<file path="src/rtl/mips_ctrl_pkg.sv">
// rtl/mips_ctrl_pkg.sv - opcodes, bus layouts and FSM encoding for the MIPS main control
package mips_ctrl_pkg;

  localparam int NB_OPCODE  = 6;
  localparam int NB_REG     = 5;
  localparam int NB_CTRL_EX = 6;
  localparam int NB_CTRL_M  = 9;
  localparam int NB_CTRL_WB = 2;

  localparam logic [5:0] OP_RTYPE = 6'b000000;
  localparam logic [5:0] OP_J     = 6'b000010;
  localparam logic [5:0] OP_JAL   = 6'b000011;
  localparam logic [5:0] OP_BEQ   = 6'b000100;
  localparam logic [5:0] OP_BNE   = 6'b000101;
  localparam logic [5:0] OP_ADDI  = 6'b001000;
  localparam logic [5:0] OP_SLTI  = 6'b001010;
  localparam logic [5:0] OP_ANDI  = 6'b001100;
  localparam logic [5:0] OP_ORI   = 6'b001101;
  localparam logic [5:0] OP_XORI  = 6'b001110;
  localparam logic [5:0] OP_LUI   = 6'b001111;
  localparam logic [5:0] OP_LB    = 6'b100000;
  localparam logic [5:0] OP_LH    = 6'b100001;
  localparam logic [5:0] OP_LW    = 6'b100011;
  localparam logic [5:0] OP_LBU   = 6'b100100;
  localparam logic [5:0] OP_LHU   = 6'b100101;
  localparam logic [5:0] OP_LWU   = 6'b100111;
  localparam logic [5:0] OP_SB    = 6'b101000;
  localparam logic [5:0] OP_SH    = 6'b101001;
  localparam logic [5:0] OP_SW    = 6'b101011;
  localparam logic [5:0] OP_HALT  = 6'b111111;

  localparam logic [5:0] FN_SLL  = 6'b000000;
  localparam logic [5:0] FN_SRL  = 6'b000010;
  localparam logic [5:0] FN_SRA  = 6'b000011;
  localparam logic [5:0] FN_SLLV = 6'b000100;
  localparam logic [5:0] FN_SRLV = 6'b000110;
  localparam logic [5:0] FN_SRAV = 6'b000111;
  localparam logic [5:0] FN_JR   = 6'b001000;
  localparam logic [5:0] FN_JALR = 6'b001001;

  // Bit positions inside the MEM bus [SB,SH,LB,LH,Unsigned,BNEQ,Branch,MemRead,MemWrite]
  localparam int M_MEMWRITE = 0;
  localparam int M_MEMREAD  = 1;
  localparam int M_BRANCH   = 2;
  localparam int M_BNEQ     = 3;
  localparam int M_UNSIGNED = 4;
  localparam int EX_REGDST  = 0;
  localparam int EX_ALUSRC  = 5;
  localparam int WB_MEMTOREG = 0;
  localparam int WB_REGWRITE = 1;

  typedef enum logic [1:0] {
    ST_RUN   = 2'd0,
    ST_STALL = 2'd1,
    ST_HALT  = 2'd2
  } state_e;

  typedef struct packed {
    logic [NB_CTRL_WB-1:0] wb;
    logic [NB_CTRL_M-1:0]  mem;
    logic [NB_CTRL_EX-1:0] exc;
    logic jump;
    logic jal;
    logic jr;
    logic jalr;
    logic shift;
    logic shamt;
  } ctrl_t;

endpackage

</file>
<file path="src/rtl/ctrl_decode.sv">
// rtl/ctrl_decode.sv - combinational opcode/funct to control-bus map
module ctrl_decode
  import mips_ctrl_pkg::*;
(
  input  logic [NB_OPCODE-1:0] i_opcode,
  input  logic [NB_OPCODE-1:0] i_funct,
  output ctrl_t                o_ctrl,
  output logic                 o_halt,
  output logic                 o_illegal,
  output logic                 o_uses_rt
);

  always_comb begin
    o_ctrl    = '0;
    o_halt    = 1'b0;
    o_illegal = 1'b0;
    o_uses_rt = 1'b0;
    case (i_opcode)
      OP_RTYPE: begin
        o_uses_rt  = 1'b1;
        o_ctrl.wb  = 2'b10;
        o_ctrl.exc = 6'b000101;
        case (i_funct)
          FN_SLL, FN_SRL, FN_SRA: begin
            o_ctrl.shift = 1'b1;
            o_ctrl.shamt = 1'b1;
          end
          FN_SLLV, FN_SRLV, FN_SRAV: o_ctrl.shift = 1'b1;
          FN_JR: begin
            o_ctrl.exc = 6'b000000;
            o_ctrl.jr  = 1'b1;
          end
          FN_JALR: begin
            o_ctrl.exc  = 6'b000001;
            o_ctrl.jalr = 1'b1;
          end
          default: ;
        endcase
      end
      OP_LB:  begin o_ctrl.wb = 2'b11; o_ctrl.exc = 6'b100000; o_ctrl.mem = 9'b001000010; end
      OP_LH:  begin o_ctrl.wb = 2'b11; o_ctrl.exc = 6'b100000; o_ctrl.mem = 9'b000100010; end
      OP_LW, OP_LWU: begin o_ctrl.wb = 2'b11; o_ctrl.exc = 6'b100000; o_ctrl.mem = 9'b000000010; end
      OP_LBU: begin o_ctrl.wb = 2'b11; o_ctrl.exc = 6'b100000; o_ctrl.mem = 9'b001010010; end
      OP_LHU: begin o_ctrl.wb = 2'b11; o_ctrl.exc = 6'b100000; o_ctrl.mem = 9'b000110010; end
      OP_SB:  begin o_uses_rt = 1'b1; o_ctrl.exc = 6'b100000; o_ctrl.mem = 9'b100000001; end
      OP_SH:  begin o_uses_rt = 1'b1; o_ctrl.exc = 6'b100000; o_ctrl.mem = 9'b010000001; end
      OP_SW:  begin o_uses_rt = 1'b1; o_ctrl.exc = 6'b100000; o_ctrl.mem = 9'b000000001; end
      OP_ADDI: begin o_ctrl.wb = 2'b10; o_ctrl.exc = 6'b100110; end
      OP_ANDI: begin o_ctrl.wb = 2'b10; o_ctrl.exc = 6'b101000; end
      OP_ORI:  begin o_ctrl.wb = 2'b10; o_ctrl.exc = 6'b101010; end
      OP_XORI: begin o_ctrl.wb = 2'b10; o_ctrl.exc = 6'b101100; end
      OP_LUI:  begin o_ctrl.wb = 2'b10; o_ctrl.exc = 6'b101110; end
      OP_SLTI: begin o_ctrl.wb = 2'b10; o_ctrl.exc = 6'b110000; end
      OP_BEQ: begin o_uses_rt = 1'b1; o_ctrl.mem = 9'b000000100; o_ctrl.exc = 6'b000010; end
      OP_BNE: begin o_uses_rt = 1'b1; o_ctrl.mem = 9'b000001000; o_ctrl.exc = 6'b000010; end
      OP_J:   o_ctrl.jump = 1'b1;
      OP_JAL: begin o_ctrl.wb = 2'b10; o_ctrl.jal = 1'b1; end
      OP_HALT: o_halt = 1'b1;
      default: o_illegal = 1'b1;
    endcase
  end

endmodule

</file>
<file path="src/rtl/control_pipe_hazard.sv">
// rtl/control_pipe_hazard.sv - ID-stage main control with load-use stall, flush, HALT and error count
module control_pipe_hazard
  import mips_ctrl_pkg::*;
#(
  parameter int NB_ERRCNT = 8
) (
  input  logic                  i_clk,
  input  logic                  i_rst,
  input  logic                  i_valid,
  input  logic [NB_OPCODE-1:0]  i_opcode,
  input  logic [NB_OPCODE-1:0]  i_funct,
  input  logic [NB_REG-1:0]     i_rs,
  input  logic [NB_REG-1:0]     i_rt,
  input  logic                  i_flush,
  output logic [NB_CTRL_WB-1:0] o_ctrl_wb_bus,
  output logic [NB_CTRL_M-1:0]  o_ctrl_mem_bus,
  output logic [NB_CTRL_EX-1:0] o_ctrl_exc_bus,
  output logic                  o_jump,
  output logic                  o_jal,
  output logic                  o_jr,
  output logic                  o_jalr,
  output logic                  o_shift,
  output logic                  o_shamt,
  output logic                  o_valid,
  output logic                  o_stall,
  output logic                  o_halted,
  output logic                  o_illegal,
  output logic [NB_ERRCNT-1:0]  o_illegal_cnt
);

  ctrl_t             dec;
  logic              dec_halt;
  logic              dec_illegal;
  logic              dec_uses_rt;
  ctrl_t             ctrl_q;
  logic              valid_q;
  logic [NB_REG-1:0] ex_rt_q;
  logic              illegal_q;
  logic [NB_ERRCNT-1:0] cnt_q;
  state_e            state_q;
  logic              hazard;
  logic              issue;

  ctrl_decode u_decode (
    .i_opcode  (i_opcode),
    .i_funct   (i_funct),
    .o_ctrl    (dec),
    .o_halt    (dec_halt),
    .o_illegal (dec_illegal),
    .o_uses_rt (dec_uses_rt)
  );

  assign hazard = i_valid & valid_q & ctrl_q.mem[M_MEMREAD] & (ex_rt_q != '0) &
                  ((ex_rt_q == i_rs) | (dec_uses_rt & (ex_rt_q == i_rt)));

  // HALT state pins the front end; otherwise a flush cancels any pending hazard
  assign o_stall = (state_q == ST_HALT) | (hazard & ~i_flush);
  assign issue   = i_valid & ~i_flush & ~o_stall;

  always_ff @(posedge i_clk or negedge i_rst) begin
    if (!i_rst) begin
      ctrl_q    <= '0;
      valid_q   <= 1'b0;
      ex_rt_q   <= '0;
      illegal_q <= 1'b0;
      cnt_q     <= '0;
      state_q   <= ST_RUN;
    end else begin
      ctrl_q    <= issue ? dec : '0;
      valid_q   <= issue;
      ex_rt_q   <= issue ? i_rt : '0;
      illegal_q <= issue & dec_illegal;
      if (issue & dec_illegal & (cnt_q != '1))
        cnt_q <= cnt_q + NB_ERRCNT'(1);
      case (state_q)
        ST_RUN: begin
          if (issue & dec_halt)      state_q <= ST_HALT;
          else if (hazard & ~i_flush) state_q <= ST_STALL;
        end
        ST_STALL: state_q <= (issue & dec_halt) ? ST_HALT : ST_RUN;
        ST_HALT:  state_q <= ST_HALT;
        default:  state_q <= ST_RUN;
      endcase
    end
  end

  assign o_ctrl_wb_bus  = ctrl_q.wb;
  assign o_ctrl_mem_bus = ctrl_q.mem;
  assign o_ctrl_exc_bus = ctrl_q.exc;
  assign o_jump         = ctrl_q.jump;
  assign o_jal          = ctrl_q.jal;
  assign o_jr           = ctrl_q.jr;
  assign o_jalr         = ctrl_q.jalr;
  assign o_shift        = ctrl_q.shift;
  assign o_shamt        = ctrl_q.shamt;
  assign o_valid        = valid_q;
  assign o_halted       = (state_q == ST_HALT);
  assign o_illegal      = illegal_q;
  assign o_illegal_cnt  = cnt_q;

endmodule

</file>
<file path="config.mk">
export PLATFORM = sky130hd
export DESIGN_NAME = control_pipe_hazard
export DESIGN_NICKNAME = d
export VERILOG_FILES = /design/src/rtl/mips_ctrl_pkg.sv /design/src/rtl/ctrl_decode.sv /design/src/rtl/control_pipe_hazard.sv
export SDC_FILE = /design/constraint.sdc
export NUM_CORES = 1
export LEC_CHECK = 0
export CORE_MARGIN = 2
export CORE_UTILIZATION = 30
export DETAILED_ROUTE_END_ITERATION = 10
export PLACE_DENSITY_LB_ADDON = 0.08
export SLEW_MARGIN = 10
export SYNTH_ARGS = -nofsm -noshare
export SYNTH_HDL_FRONTEND = slang
export SYNTH_SLANG_ARGS = --single-unit
</file>
<file path="constraint.sdc">
create_clock -name i_clk -period 2.05 [get_ports i_clk]
set_input_delay 0.41 -clock i_clk [delete_from_list [all_inputs] [get_ports i_clk]]
set_output_delay 0.41 -clock i_clk [all_outputs]
set_load 0.05 [all_outputs]
</file>
======== After elaboration in Yosys (flattened, before gate mapping) ========
Index checks and enable logic that the tools add are counted.
operators by class
  muxes and demuxes ....................... 20
  bitwise operators ....................... 15
  equality and inequality tests ........... 33
  reduce and logical (&&, ||, !) cells .... 13
  add/subtract/negate cells ............... 1
operators by type and width
  kind                   number
  $pmux W9 S10           1
  $eq A6 B6 Y1 const B   10
  $pmux W6 S9            1
  $eq A6 B4 Y1 const B   8
  $eq A6 B3 Y1 const B   5
  $eq A6 B2 Y1 const B   4
  $mux W23               1
  $reduce_or A21 Y1      1
  $reduce_or A6 Y1       3
  $logic_not A6 Y1       2
  $and A1 B1 Y1          11
  $eq A5 B5 Y1           2
  $mux W1                9
  $reduce_or A9 Y1       1
  $add A8 B1 Y8 const B  1
  $ne A8 B8 Y1 const B   1
  $reduce_or A8 Y1       1
  $mux W2                3
  $pmux W2 S3            1
  $pmux W3 S2            1
  $mux W5                1
  $reduce_bool A5 Y1     1
  $mux W4                1
  $pmux W2 S2            1
  8 further kinds        11
word-level totals
  output and inout bits ................... 35
  bits in registers ....................... 40

======== Logic depth before layout (Yosys ltp) ========
  depth in word-level cells ............... 13
  gate-level depth with buffers ........... 8
  gate-level depth less buffers ........... 7

======== Cells and area by module ========
A second synthesis with hierarchy kept.
unflattened totals
  cell total of the unflattened synthesis .. 201
  area, all modules ....................... 2057.0 um^2
by module, submodules not included
  module               instances  sequential area each (um^2)  area each (um^2)  cells an instance
  control_pipe_hazard  1          1001.0                       1635.3            126
  ctrl_decode          1          0.0                          421.7             75

======== Worst setup path after synthesis ========
No wires, ideal clock.
  kind .................................... register to register
  start ................................... register valid_q (netlist: o_valid)
  end ..................................... register cnt_q[7] (netlist: o_illegal_cnt[7])
  cell stages (with the launch flop) ...... 7
  buffers on the path ..................... 0
  path slack .............................. -0.279 ns
  data required time ...................... 1.925 ns
  arrival ................................. 2.205 ns
  cell sequence ........................... dfrtp_1 > and4b_1 > o21ai_2 > o41a_2 > nand2_1 > nor2_1 > mux2_2
between the ends
  cells in the longest elaborated chain, start to end .. 10
ends and longest elaborated chain
  what                        RTL line                   RTL
  start: declaration          control_pipe_hazard.sv:36  logic valid_q;
  start signal: assignment    control_pipe_hazard.sv:70  valid_q <= issue;
  $and A1 B1 Y1 (4 in a row)  control_pipe_hazard.sv:53  assign hazard = i_valid & valid_q & ctrl_q.mem[M_MEMREAD] & (ex_rt_q != '0) &
  $and A1 B1 Y1               control_pipe_hazard.sv:57  assign o_stall = (state_q == ST_HALT) | (hazard & ~i_flush);
  $or A1 B1 Y1                control_pipe_hazard.sv:57
  named net o_stall           control_pipe_hazard.sv:25  output logic o_stall,
  $not A1 Y1                  control_pipe_hazard.sv:58  assign issue = i_valid & ~i_flush & ~o_stall;
  $and A1 B1 Y1               control_pipe_hazard.sv:58
  $and A1 B1 Y1 (2 in a row)  control_pipe_hazard.sv:73  if (issue & dec_illegal & (cnt_q != '1))
  end signal: assignment      control_pipe_hazard.sv:74  cnt_q <= cnt_q + NB_ERRCNT'(1);
  end: declaration            control_pipe_hazard.sv:39  logic [NB_ERRCNT-1:0] cnt_q;
The timed path passes the listed nets, and every way through them passes these cells.
A chain may end at the register's enable or synchronous reset.

======== Worst setup path in the final report ========
  start ................................... register ex_rt_q[1]
  end ..................................... output o_stall
between the ends
  cells in the longest elaborated chain, start to end .. 6
ends and longest elaborated chain
  what                      RTL line                   RTL
  start: declaration        control_pipe_hazard.sv:37  logic [NB_REG-1:0] ex_rt_q;
  start signal: assignment  control_pipe_hazard.sv:71  ex_rt_q <= issue ? i_rt : '0;
  $eq A5 B5 Y1              control_pipe_hazard.sv:54  ((ex_rt_q == i_rs) | (dec_uses_rt & (ex_rt_q == i_rt)));
  $and A1 B1 Y1             control_pipe_hazard.sv:54
  $or A1 B1 Y1              control_pipe_hazard.sv:54
  $and A1 B1 Y1 *           control_pipe_hazard.sv:53
  $and A1 B1 Y1 *           control_pipe_hazard.sv:57
  $or A1 B1 Y1 *            control_pipe_hazard.sv:57
  end: declaration          control_pipe_hazard.sv:25
Every way passes the cells marked *; elsewhere a longest branch is shown, timed or not.

==> impl_metrics.yaml <==
detailed_routing:
  firstDrtPassIters: 4
  drc: 0
  vias_per_cell: 4.623
  drt_iter0_drc: 54
  routedWlPerCell_um: 13.39
  drt.antenna.violating_nets: 0
  wl_um: 4968
  vias: 1715
placed_design:
  dp_hpwl_um: 3478
  dpl_cell_area_sq_um: 2824
  dpl_worst_slack_ns: -0.4917
  dp_cells: 340
  gp_congestion: 0.7425
  port_buffers: 60
sta:
  holdWs_ns: 0.03920
  rsz0062_at_grt: "true"
  slew_violations: 0
  setup_viol_count_final: 22
  clock.fmax_mhz: 453.8
  hold_viol: 0
  setup_ws_ns: -0.1538
  post-route-min-period_ns: 2.204
  fin_crit_sh: 1.075
  tns_ns: -2.318
  relSlewSlack: 0.6639
  fin_skew_ns: 0.004200
  worst_slew_pin_slew_ns: 0.5026
floorplan:
  dieArea_sq_um: 7058
  ioPinCount: 61
  die_h_um: 84.01
  core-area_sq_um: 6277
  start_util: 0.3060
  die_w_um: 84.01
  std_cell_rows: 29
clock_network:
  cts.htree.levels: 2
  clock_latency_ns: 0.29
  root_buffer: "clkbuf_8"
  clockBufferDepth: 2
  cts_made_buffers: 5
  clk_pin_slew_worst_paths_ns: 0.08
  clock-sinks: 40
  cts_tree: "done"
  cts_hold_buffers: 0
cells_and_area:
  final_cell_mix: "buf_4, clkdlybuf4s50_1, dfrtp_1"
  fin_nets: 320
  fin_util: 0.5190
  fillers: 576
  regArea_sq_um: 1006
  syn2layout_area_growth_pct: 69.64
  final_common_cell: "buf_4"
  antennaDiodeCount: 0
  layout.cells.non_filler: 371
  layout-drive-gt1-share: 0.3503
  final_area_sq_um: 3258
  multi_input_area_sq_um: 1016
critical_path:
  cp-start-kind: "flip-flop"
  r2r-start: "ex_rt_q[1]"
  crit_path_max_fanout: 3
  worstSetupPathType: "flip-flop to primary output"
  r2r-end: "o_shift"
  arrival_ns: 1.79
  regToRegSetupSlack_ns: -0.14
  required_ns: 1.64
  reg2reg_depth: 8
  crit_path_end_kind: "primary output"
synthesis:
  yosys_warnings: 0
  yosys.area_share.simple: 0.2938
  synth_compound_area_frac: 0.06254
  syn_inst: 185
  ys_ff_latch: 40
  synth_top_family_by_area: "simple AND/OR/NAND/NOR gates"
  synth_nets: 212
  synth.distinct_cells: 41
  synth.yosys.seq_area_share: 0.5212
  mappedNetlistArea_sq_um: 1921
  syn_area_per_cell_sq_um: 10.38
  synth_xor_area_frac: 0.06840
  synthAdderAreaFrac: 0.006515
  synthMuxAreaShare: 0.01173
global_routing:
  grt_max_degree: 24
  antenna_found_initial: 0
  overflow: 0
  grt_pass1_vias: 1733
  grt_use_total: 0.1472
  grt_pass1_wl_um: 8169
pwr:
  total_power_mw: 1.631
  p_per_area_nw_per_um2: 500.5
  ir_worst_vdd_mv: 0.3484
  leakage_nw: 1.498
flow_run:
  cap_violations: 0
outcome:
  failed_checks: "setup timing"
  outcome: "finished with violations"
hold_path:
  min_path_type: "primary input to async pin"
timing repair:
item | in CTS | in global routing
buffers inserted | 18 | 5
gates cloned | 1 | 0
pin swaps | 14 | 13
gates resized for setup | 33 | 13
endpoints found under the setup margin | 25 | 32
hold endpoints to repair | 0 | 0
critical path, stage by stage, from the launching register on:
cell and delay (ns):
dfrtp_1 0.38, buf_4 0.13, or4_4 0.42, o21ai_4 0.17, nand4b_4 0.18, nand2_4 0.07, buf_12 0.15
worst max path at each step:
| stage | from | slack, ns | to |
|---|---|---|---|
| after floorplan | ex_rt_q[1] | -0.03 | o_jalr |
| after global placement | i_opcode[1] | -0.47 | o_jal |
| after detailed placement | i_opcode[3] | -0.49 | o_illegal_cnt[3] |
| after CTS | ex_rt_q[4] | -0.23 | o_jump |
| after global routing | ex_rt_q[4] | -0.23 | o_ctrl_exc_bus[0] |
| final | ex_rt_q[1] | -0.15 | o_stall |
logic make-up (layout without fill, tap and decap cells):
family / count (synthesis) / after routing
AOI/OAI and AO/OA: 16 / 16
xor gates and xnor gates: 15 / 15
adders and majority gates: 1 / 1
buffers and inverters: 16 / 125
DFF: 40 / 40
muxes: 2 / 2
and+or+nand+nor: 95 / 95
flip-flops by register name, indices dropped and copies added, names as in the netlist:
| register | count |
|---|---|
| o_jalr | 1 |
| o_shamt | 1 |
| o_ctrl_wb_bus | 2 |
| o_jal | 1 |
| o_jr | 1 |
| ex_rt_q | 5 |
| state_q | 2 |
| o_illegal_cnt | 8 |
| o_jump | 1 |
| o_ctrl_exc_bus | 6 |
| o_shift | 1 |
| o_ctrl_mem_bus | 9 |
| o_illegal | 1 |
| o_valid | 1 |
report_power, final:
| part | total (mW) | internal (mW) | switching [mW] |
|---|---|---|---|
| sequential | 0.788 | 0.788 | 0 |
| combinational | 0.205 | 0.105 | 0.100 |
| clock | 0.638 | 0.361 | 0.276 |
| total | 1.63 | 1.25 | 0.376 |
per-layer routing:
layer | global-route usage | vias to the layer above | part of all wire
met5 | 0 | - | 0
met4 | 0.05279 | 0 | 0.014
met3 | 0.03561 | 4 | 0.040
met2 | 0.2575 | 41 | 0.50
met1 | 0.1755 | 799 | 0.44
li1 | - | 871 | -
synthesized netlist by cell type (all sizes together):
master | number | area, sq um
dfrtp | 40 | 1001
and4b | 1 | 10.01
o211ai | 1 | 7.510
a31oi | 2 | 12.51
or4 | 1 | 7.510
or3 | 3 | 23.77
nor2b | 5 | 31.28
nor3b | 1 | 7.510
nand3b | 1 | 7.510
o21ai | 4 | 23.77
ha | 1 | 12.51
a2111oi | 1 | 15.01
o41a | 2 | 23.77
clkbuf | 8 | 30.03
nand2b | 9 | 56.30
buf | 4 | 23.77
nand4b | 1 | 15.01
xor2 | 7 | 61.31
a21oi | 4 | 20.02
nand3 | 4 | 20.02
and2 | 5 | 31.28
mux2 | 2 | 22.52
xnor2 | 8 | 70.07
nor3 | 14 | 100.1
nor2 | 12 | 45.04
nand2 | 15 | 56.30
nor4 | 12 | 81.33
inv | 4 | 15.01
nand4 | 3 | 18.77
or2 | 1 | 6.260
and3 | 6 | 37.54
o32ai | 1 | 8.760
a311oi | 1 | 8.760
and4 | 1 | 8.760
final cells by class:
class,instances,share of cell area
clock inverter,2,0.01075
inverter,4,0.004608
sequential,40,0.3088
timing repair buffer,113,0.3122
tap,77,0.02957
clock buffer,6,0.02227
multi-input combinational,129,0.3118
No activity file was read; power rests on OpenSTA's default activity.
